File: config.mk
export PLATFORM = sky130hd
export DESIGN_NAME = conv_transpose2d_flat
export DESIGN_NICKNAME = d
export VERILOG_FILES = /design/src/rtl/conv_transpose2d_if.sv /design/src/rtl/conv_transpose2d.sv /design/src/flat_wrapper.sv
export SDC_FILE = /design/constraint.sdc
export NUM_CORES = 2
export LEC_CHECK = 0
export BUFFER_PORTS_ARGS = -buffer_cell sky130_fd_sc_hd__buf_2
export CORE_UTILIZATION = 50
export CTS_CLUSTER_SIZE = 40
export DETAILED_ROUTE_END_ITERATION = 10
export PLACE_DENSITY = 0.75
export SLEW_MARGIN = 0
export SYNTH_ARGS = -nofsm -noshare
export SYNTH_HDL_FRONTEND = slang
export SYNTH_SLANG_ARGS = --single-unit
File: constraint.sdc
create_clock -name clk -period 7.4 [get_ports clk]
set_input_delay 1.11 -clock clk [delete_from_list [all_inputs] [get_ports clk]]
set_output_delay 1.11 -clock clk [all_outputs]
set_load 0.01 [all_outputs]
File: src/rtl/conv_transpose2d_if.sv
// Memory-port and control bundle for conv_transpose2d.
// master = the datapath, slave = the memories/host that serve it.
interface conv_transpose2d_if #(
    parameter int DATA_WIDTH = 32,
    parameter int ADDR_WIDTH = 16
);
    logic                  start;
    logic                  done;
    logic                  valid;
    logic [ADDR_WIDTH-1:0] input_addr;
    logic [ADDR_WIDTH-1:0] weight_addr;
    logic [ADDR_WIDTH-1:0] bias_addr;
    logic [ADDR_WIDTH-1:0] output_addr;
    logic [DATA_WIDTH-1:0] input_data;
    logic [DATA_WIDTH-1:0] weight_data;
    logic [DATA_WIDTH-1:0] bias_data;
    logic [DATA_WIDTH-1:0] output_data;
    logic                  input_en;
    logic                  weight_en;
    logic                  bias_en;
    logic                  output_en;
    logic                  output_we;

    modport master (
        input  start, input_data, weight_data, bias_data,
        output done, valid,
        output input_addr, weight_addr, bias_addr, output_addr,
        output input_en, weight_en, bias_en,
        output output_data, output_en, output_we
    );

    modport slave (
        output start, input_data, weight_data, bias_data,
        input  done, valid,
        input  input_addr, weight_addr, bias_addr, output_addr,
        input  input_en, weight_en, bias_en,
        input  output_data, output_en, output_we
    );
endinterface

File: src/rtl/conv_transpose2d.sv
// Gather-form 2-D transposed convolution: one output pixel per
// BIAS + IC*K*K tap cycles + WRITE, raster order over (b, oc, oy, ox).
module conv_transpose2d #(
    parameter int BATCH_SIZE   = 1,
    parameter int IN_CHANNELS  = 1,
    parameter int OUT_CHANNELS = 2,
    parameter int IN_HEIGHT    = 2,
    parameter int IN_WIDTH     = 2,
    parameter int KERNEL_SIZE  = 2,
    parameter int STRIDE       = 2,
    parameter int PADDING      = 0,
    parameter int DATA_WIDTH   = 32,
    parameter int ADDR_WIDTH   = 16
) (
    input  logic clk,
    input  logic rst,
    conv_transpose2d_if.master bus
);
    localparam int OUT_HEIGHT = (IN_HEIGHT - 1) * STRIDE - 2 * PADDING + KERNEL_SIZE;
    localparam int OUT_WIDTH  = (IN_WIDTH - 1) * STRIDE - 2 * PADDING + KERNEL_SIZE;
    localparam int AW = ADDR_WIDTH;
    localparam int DW = DATA_WIDTH;
    localparam int SW = AW + 2;

    localparam logic [AW-1:0] ICA = AW'(IN_CHANNELS);
    localparam logic [AW-1:0] OCA = AW'(OUT_CHANNELS);
    localparam logic [AW-1:0] IHA = AW'(IN_HEIGHT);
    localparam logic [AW-1:0] IWA = AW'(IN_WIDTH);
    localparam logic [AW-1:0] KA  = AW'(KERNEL_SIZE);
    localparam logic [AW-1:0] OHA = AW'(OUT_HEIGHT);
    localparam logic [AW-1:0] OWA = AW'(OUT_WIDTH);

    localparam logic [AW-1:0] LAST_B  = AW'(BATCH_SIZE - 1);
    localparam logic [AW-1:0] LAST_OC = AW'(OUT_CHANNELS - 1);
    localparam logic [AW-1:0] LAST_OH = AW'(OUT_HEIGHT - 1);
    localparam logic [AW-1:0] LAST_OW = AW'(OUT_WIDTH - 1);
    localparam logic [AW-1:0] LAST_IC = AW'(IN_CHANNELS - 1);
    localparam logic [AW-1:0] LAST_K  = AW'(KERNEL_SIZE - 1);

    localparam logic signed [SW-1:0] PS  = SW'(PADDING);
    localparam logic signed [SW-1:0] SS  = SW'(STRIDE);
    localparam logic signed [SW-1:0] IHS = SW'(IN_HEIGHT);
    localparam logic signed [SW-1:0] IWS = SW'(IN_WIDTH);

    typedef enum logic [2:0] {
        S_IDLE,
        S_BIAS,
        S_ACC,
        S_WRITE,
        S_DONE
    } state_e;

    state_e state_q, state_d;
    logic [AW-1:0] b_q, b_d, oc_q, oc_d, oy_q, oy_d, ox_q, ox_d;
    logic [AW-1:0] ic_q, ic_d, ky_q, ky_d, kx_q, kx_d;
    logic [DW-1:0] acc_q, acc_d;

    logic signed [SW-1:0] ty, tx, iy_s, ix_s;
    logic [AW-1:0] iy, ix;
    logic tap_ok;

    // Gather: input (iy,ix) feeds this output through tap (ky,kx) only
    // when oy+P-ky lands exactly on a stride point inside the input.
    always_comb begin
        ty     = $signed({2'b00, oy_q}) + PS - $signed({2'b00, ky_q});
        tx     = $signed({2'b00, ox_q}) + PS - $signed({2'b00, kx_q});
        iy_s   = ty / SS;
        ix_s   = tx / SS;
        iy     = iy_s[AW-1:0];
        ix     = ix_s[AW-1:0];
        tap_ok = !ty[SW-1] && !tx[SW-1]
              && (ty % SS == '0) && (tx % SS == '0)
              && (iy_s < IHS) && (ix_s < IWS);
    end

    always_ff @(posedge clk or negedge rst) begin
        if (!rst) begin
            state_q <= S_IDLE;
            b_q     <= '0;
            oc_q    <= '0;
            oy_q    <= '0;
            ox_q    <= '0;
            ic_q    <= '0;
            ky_q    <= '0;
            kx_q    <= '0;
            acc_q   <= '0;
        end else begin
            state_q <= state_d;
            b_q     <= b_d;
            oc_q    <= oc_d;
            oy_q    <= oy_d;
            ox_q    <= ox_d;
            ic_q    <= ic_d;
            ky_q    <= ky_d;
            kx_q    <= kx_d;
            acc_q   <= acc_d;
        end
    end

    always_comb begin
        state_d = state_q;
        b_d     = b_q;
        oc_d    = oc_q;
        oy_d    = oy_q;
        ox_d    = ox_q;
        ic_d    = ic_q;
        ky_d    = ky_q;
        kx_d    = kx_q;
        acc_d   = acc_q;
        unique case (state_q)
            S_IDLE, S_DONE: begin
                if (bus.start) state_d = S_BIAS;
            end
            S_BIAS: begin
                acc_d   = bus.bias_data;
                state_d = S_ACC;
            end
            S_ACC: begin
                if (tap_ok) acc_d = acc_q + bus.input_data * bus.weight_data;
                if (kx_q == LAST_K) begin
                    kx_d = '0;
                    if (ky_q == LAST_K) begin
                        ky_d = '0;
                        if (ic_q == LAST_IC) begin
                            ic_d    = '0;
                            state_d = S_WRITE;
                        end else begin
                            ic_d = ic_q + 1'b1;
                        end
                    end else begin
                        ky_d = ky_q + 1'b1;
                    end
                end else begin
                    kx_d = kx_q + 1'b1;
                end
            end
            S_WRITE: begin
                state_d = S_BIAS;
                if (ox_q == LAST_OW) begin
                    ox_d = '0;
                    if (oy_q == LAST_OH) begin
                        oy_d = '0;
                        if (oc_q == LAST_OC) begin
                            oc_d = '0;
                            if (b_q == LAST_B) begin
                                b_d     = '0;
                                state_d = S_DONE;
                            end else begin
                                b_d = b_q + 1'b1;
                            end
                        end else begin
                            oc_d = oc_q + 1'b1;
                        end
                    end else begin
                        oy_d = oy_q + 1'b1;
                    end
                end else begin
                    ox_d = ox_q + 1'b1;
                end
            end
            default: state_d = S_IDLE;
        endcase
    end

    always_comb begin
        bus.done        = 1'b0;
        bus.valid       = 1'b0;
        bus.input_en    = 1'b0;
        bus.weight_en   = 1'b0;
        bus.bias_en     = 1'b0;
        bus.output_en   = 1'b0;
        bus.output_we   = 1'b0;
        bus.input_addr  = '0;
        bus.weight_addr = '0;
        bus.bias_addr   = '0;
        bus.output_addr = '0;
        bus.output_data = '0;
        unique case (state_q)
            S_BIAS: begin
                bus.bias_en   = 1'b1;
                bus.bias_addr = oc_q;
            end
            S_ACC: begin
                if (tap_ok) begin
                    bus.input_en    = 1'b1;
                    bus.weight_en   = 1'b1;
                    bus.input_addr  = ((b_q * ICA + ic_q) * IHA + iy) * IWA + ix;
                    bus.weight_addr = ((ic_q * OCA + oc_q) * KA + ky_q) * KA + kx_q;
                end
            end
            S_WRITE: begin
                bus.valid       = 1'b1;
                bus.output_en   = 1'b1;
                bus.output_we   = 1'b1;
                bus.output_addr = ((b_q * OCA + oc_q) * OHA + oy_q) * OWA + ox_q;
                bus.output_data = acc_q;
            end
            S_DONE: bus.done = 1'b1;
            default: ;
        endcase
    end
endmodule

File: src/flat_wrapper.sv
// flat-port wrapper written by rule: the top's interface ports become plain ports
module conv_transpose2d_flat 
#(
    parameter int BATCH_SIZE   = 1,
    parameter int IN_CHANNELS  = 1,
    parameter int OUT_CHANNELS = 2,
    parameter int IN_HEIGHT    = 2,
    parameter int IN_WIDTH     = 2,
    parameter int KERNEL_SIZE  = 2,
    parameter int STRIDE       = 2,
    parameter int PADDING      = 0,
    parameter int DATA_WIDTH   = 32,
    parameter int ADDR_WIDTH   = 16
)
  (clk, rst, bus_start, bus_input_data, bus_weight_data, bus_bias_data, bus_done, bus_valid, bus_input_addr, bus_weight_addr, bus_bias_addr, bus_output_addr, bus_input_en, bus_weight_en, bus_bias_en, bus_output_data, bus_output_en, bus_output_we);
  conv_transpose2d_if #(.DATA_WIDTH(DATA_WIDTH), .ADDR_WIDTH(ADDR_WIDTH)) bus_i ();
  input  logic clk;
  input  logic rst;
  input wire logic [$bits(bus_i.start)-1:0] bus_start;
  input wire logic [$bits(bus_i.input_data)-1:0] bus_input_data;
  input wire logic [$bits(bus_i.weight_data)-1:0] bus_weight_data;
  input wire logic [$bits(bus_i.bias_data)-1:0] bus_bias_data;
  output wire logic [$bits(bus_i.done)-1:0] bus_done;
  output wire logic [$bits(bus_i.valid)-1:0] bus_valid;
  output wire logic [$bits(bus_i.input_addr)-1:0] bus_input_addr;
  output wire logic [$bits(bus_i.weight_addr)-1:0] bus_weight_addr;
  output wire logic [$bits(bus_i.bias_addr)-1:0] bus_bias_addr;
  output wire logic [$bits(bus_i.output_addr)-1:0] bus_output_addr;
  output wire logic [$bits(bus_i.input_en)-1:0] bus_input_en;
  output wire logic [$bits(bus_i.weight_en)-1:0] bus_weight_en;
  output wire logic [$bits(bus_i.bias_en)-1:0] bus_bias_en;
  output wire logic [$bits(bus_i.output_data)-1:0] bus_output_data;
  output wire logic [$bits(bus_i.output_en)-1:0] bus_output_en;
  output wire logic [$bits(bus_i.output_we)-1:0] bus_output_we;
  assign bus_i.start = bus_start;
  assign bus_i.input_data = bus_input_data;
  assign bus_i.weight_data = bus_weight_data;
  assign bus_i.bias_data = bus_bias_data;
  assign bus_done = bus_i.done;
  assign bus_valid = bus_i.valid;
  assign bus_input_addr = bus_i.input_addr;
  assign bus_weight_addr = bus_i.weight_addr;
  assign bus_bias_addr = bus_i.bias_addr;
  assign bus_output_addr = bus_i.output_addr;
  assign bus_input_en = bus_i.input_en;
  assign bus_weight_en = bus_i.weight_en;
  assign bus_bias_en = bus_i.bias_en;
  assign bus_output_data = bus_i.output_data;
  assign bus_output_en = bus_i.output_en;
  assign bus_output_we = bus_i.output_we;
  conv_transpose2d #(.BATCH_SIZE(BATCH_SIZE), .IN_CHANNELS(IN_CHANNELS), .OUT_CHANNELS(OUT_CHANNELS), .IN_HEIGHT(IN_HEIGHT), .IN_WIDTH(IN_WIDTH), .KERNEL_SIZE(KERNEL_SIZE), .STRIDE(STRIDE), .PADDING(PADDING), .DATA_WIDTH(DATA_WIDTH), .ADDR_WIDTH(ADDR_WIDTH)) u_core (.clk(clk), .rst(rst), .bus(bus_i));
endmodule
==> impl_metrics.tcl <==
set metrics [dict create \
    numCtsBuffers 17 \
    grtUsageMet1 0.3975 \
    synthCells 3585 \
    cts_max_level 4 \
    drive_gt1_frac 0.1999 \
    wl_mm 90.05 \
    drtAntennaViolNets 0 \
    fin_skew_ns 0.008236 \
    synth_seq_area_share 0.1173 \
    reg2reg_from "u_core.acc_q[18]" \
    grt_pass1_vias 26580 \
    grt_remaining_overflow 0 \
    antenna_found_initial 6 \
    synth_area_sq_um 31360 \
    cts.sinks 147 \
    finalHoldViolations 0 \
    busiest_layer "met2" \
    grtUsageMet3 0.04418 \
    clk_latency_ns 0.44 \
    fin_crit_ns 7.689 \
    synth.avg_cell_area_sq_um 8.748 \
    clock_path_buffers 2 \
    io_buffers 201 \
    finalWorstSetupSlack_ns -0.2894 \
    via_per_inst 5.474 \
    relSlewSlack 0.3911 \
    grt_max_degree 94 \
    worstHoldStart "u_core.b_q[15]" \
    initial_utilization 0.5073 \
    end_kind "primary output" \
    dr.first_iter.drc_count 1693 \
    ctsHoldBuffers 0 \
    dieArea_sq_um 63730 \
    cp-start-kind "flop" \
    grt_first_pass_wirelength_mm 141.4 \
    cpMaxStageDelayCell "dfrtp_1" \
    drc 0 \
    worstSetupPathType "reg2out" \
    use_met2 0.4520 \
    critPathLaunch "u_core.oy_q[0]" \
    ys_async_sr_fraction 1.000 \
    die_h_um 252.4 \
    synth_seq_cells 147 \
    status "finished with violations" \
    max_freq_ghz 0.1300 \
    tightest_slew_ns 0.9133 \
    slew_viol_final 0 \
    num_vias 26570 \
    max_cap_viol_count 0 \
    violations "negative setup slack" \
    place_ws_ns -0.6794 \
    syn_nets 4418 \
    antenna_cells 0 \
    place_hpwl_mm 74.74 \
    hold_path.class "reg2reg" \
    place_inst 4789 \
    synth_cell_types 85 \
    period_share 1.039 \
    critPathMaxStageDelay_ns 0.39 \
    setup_viol 5 \
    worstPathArrival_ns 6.58 \
    cts_tree "yes" \
    ios 202 \
    gp_congestion 0.9215 \
    synthToLayoutAreaGrowth_pct 19.46 \
    cts.clk_slew.worst_paths_ns 0.06 \
    synth_edf_count 0 \
    hold_depth 1 \
    rsz0062_at_grt "true" \
    synth_flop_cell "dfrtp_1" \
    grtUsageTotal 0.2835 \
    ys_warn_count 0 \
    crit_fanout 2 \
    final_cells 4854 \
    cts_root_buffer "clkbuf_16" \
    finalNetCount 4838 \
    die_w_um 252.4 \
    dr.pass1.iters 5 \
    wire_per_inst_um 18.55 \
    fp.coreArea_sq_um 61830 \
    required_ns 6.29 \
    num_rows 91 \
    r2r_cells 25 \
]
## worst max-delay path: cells and delay by family, from the launching register on
family / cells / cell delay (ns)
AOI/OAI and AO/OA: 13 / 2.49
adders and majority gates: 6 / 1.45
xor gates and xnor gates: 5 / 0.82
and+or+nand+nor: 5 / 0.72
DFF: 1 / 0.39
buffers and inverters: 3 / 0.25
## timing repair
action,CTS,global route
cloned,0,0
pin swaps,141,82
setup endpoints to repair,18,45
gates resized for setup,158,105
setup buffers,22,12
## cell usage in the layout (no fill, tap or decap), drive strengths merged, types with 22 or more instances in the layout
cell type  count
dfrtp        147
nor3          47
o21bai        29
clkbuf        22
nand4         38
nor4          31
buf          529
a21oi        110
nand2        341
xnor2        239
o21ai         90
nand3         68
a21o          48
xor2          92
fa           449
nor2         161
and3          63
ha           285
inv          611
and2         324
## worst paths after layout
| kind | end | slack, ns |
|---|---|---|
| max in group asynchronous | u_core.acc_q[0] | 5.31 |
| hold reg to reg | u_core.b_q[15] | 0.49 |
| setup reg to reg | u_core.acc_q[30] | 0.44 |
| hold / removal | u_core.b_q[15] | 0.49 |
| setup / recovery | bus_input_addr[15] | -0.29 |
| min in group asynchronous | u_core.ic_q[11] | 0.74 |
## registers in the layout, indices dropped and copies added, names as in the netlist
| name | flops |
|---|---|
| u_core.ox_q | 16 |
| u_core.acc_q | 32 |
| u_core.kx_q | 16 |
| u_core.ic_q | 16 |
| u_core.state_q | 3 |
| u_core.oc_q | 16 |
| u_core.b_q | 16 |
| u_core.oy_q | 16 |
| u_core.ky_q | 16 |
## cell usage after synthesis (21+ instances only)
cell,instances,share of area
nand4_1,38,0.0076
nor3_1,46,0.0073
dfrtp_1,147,0.12
nand3_1,68,0.011
fa_1,449,0.29
nand2_1,341,0.041
o21ai_0,86,0.014
clkbuf_1,115,0.014
and2_1,323,0.064
xor2_1,91,0.025
a21o_1,48,0.011
and3_1,63,0.013
inv_1,608,0.073
nor2b_1,21,0.0042
nor2_1,161,0.019
ha_1,285,0.11
a21oi_1,110,0.018
nor4_1,31,0.0062
o21bai_1,28,0.0067
xnor2_1,239,0.067
## final cells by class
type	count	area, sq um
flip-flops and latches	147	3679
clock buffers	20	446.7
inverters	609	2286
multi-input cells	2699	26060
clock inverters	11	127.6
repair buffers	531	3817
well taps	837	1047
fillers	5207	24360
## kinds of logic (layout without fill, tap and decap cells)
group,after synthesis,in the layout,synth area share
buffers and inverters,739,1171,0.08965
AO/OA/AOI/OAI,413,413,0.08697
AND/OR/NAND/NOR,1177,1177,0.1937
multiplexers,39,39,0.01544
flip-flops,147,147,0.1173
adder cells (fa/ha/maj),734,734,0.4003
XOR/XNOR,336,336,0.09667
## through the flow
stage               utilization  TNS, ns  hold slack (ns)  area [sq um]
floorplan                     -  -0.4654           0.4463         31720
global placement         0.5744   -6.167           0.4609         35510
detailed placement       0.5744   -7.575           0.4639         35510
CTS                      0.5978  -0.4062           0.4894         36960
global route             0.6060   -2.557           0.5027         37460
finish                   0.6060  -0.5188           0.4919         37460
## metal layers
| layer | routed length [um] | share of wire |
|---|---|---|
| met5 | 65 | 0.00072 |
| met4 | 2561 | 0.028 |
| met3 | 5857 | 0.065 |
| met2 | 42100 | 0.47 |
| met1 | 39470 | 0.44 |
Power is not shown: default switching activity piles up to over one toggle a cycle in this logic, so the estimate is an artifact.
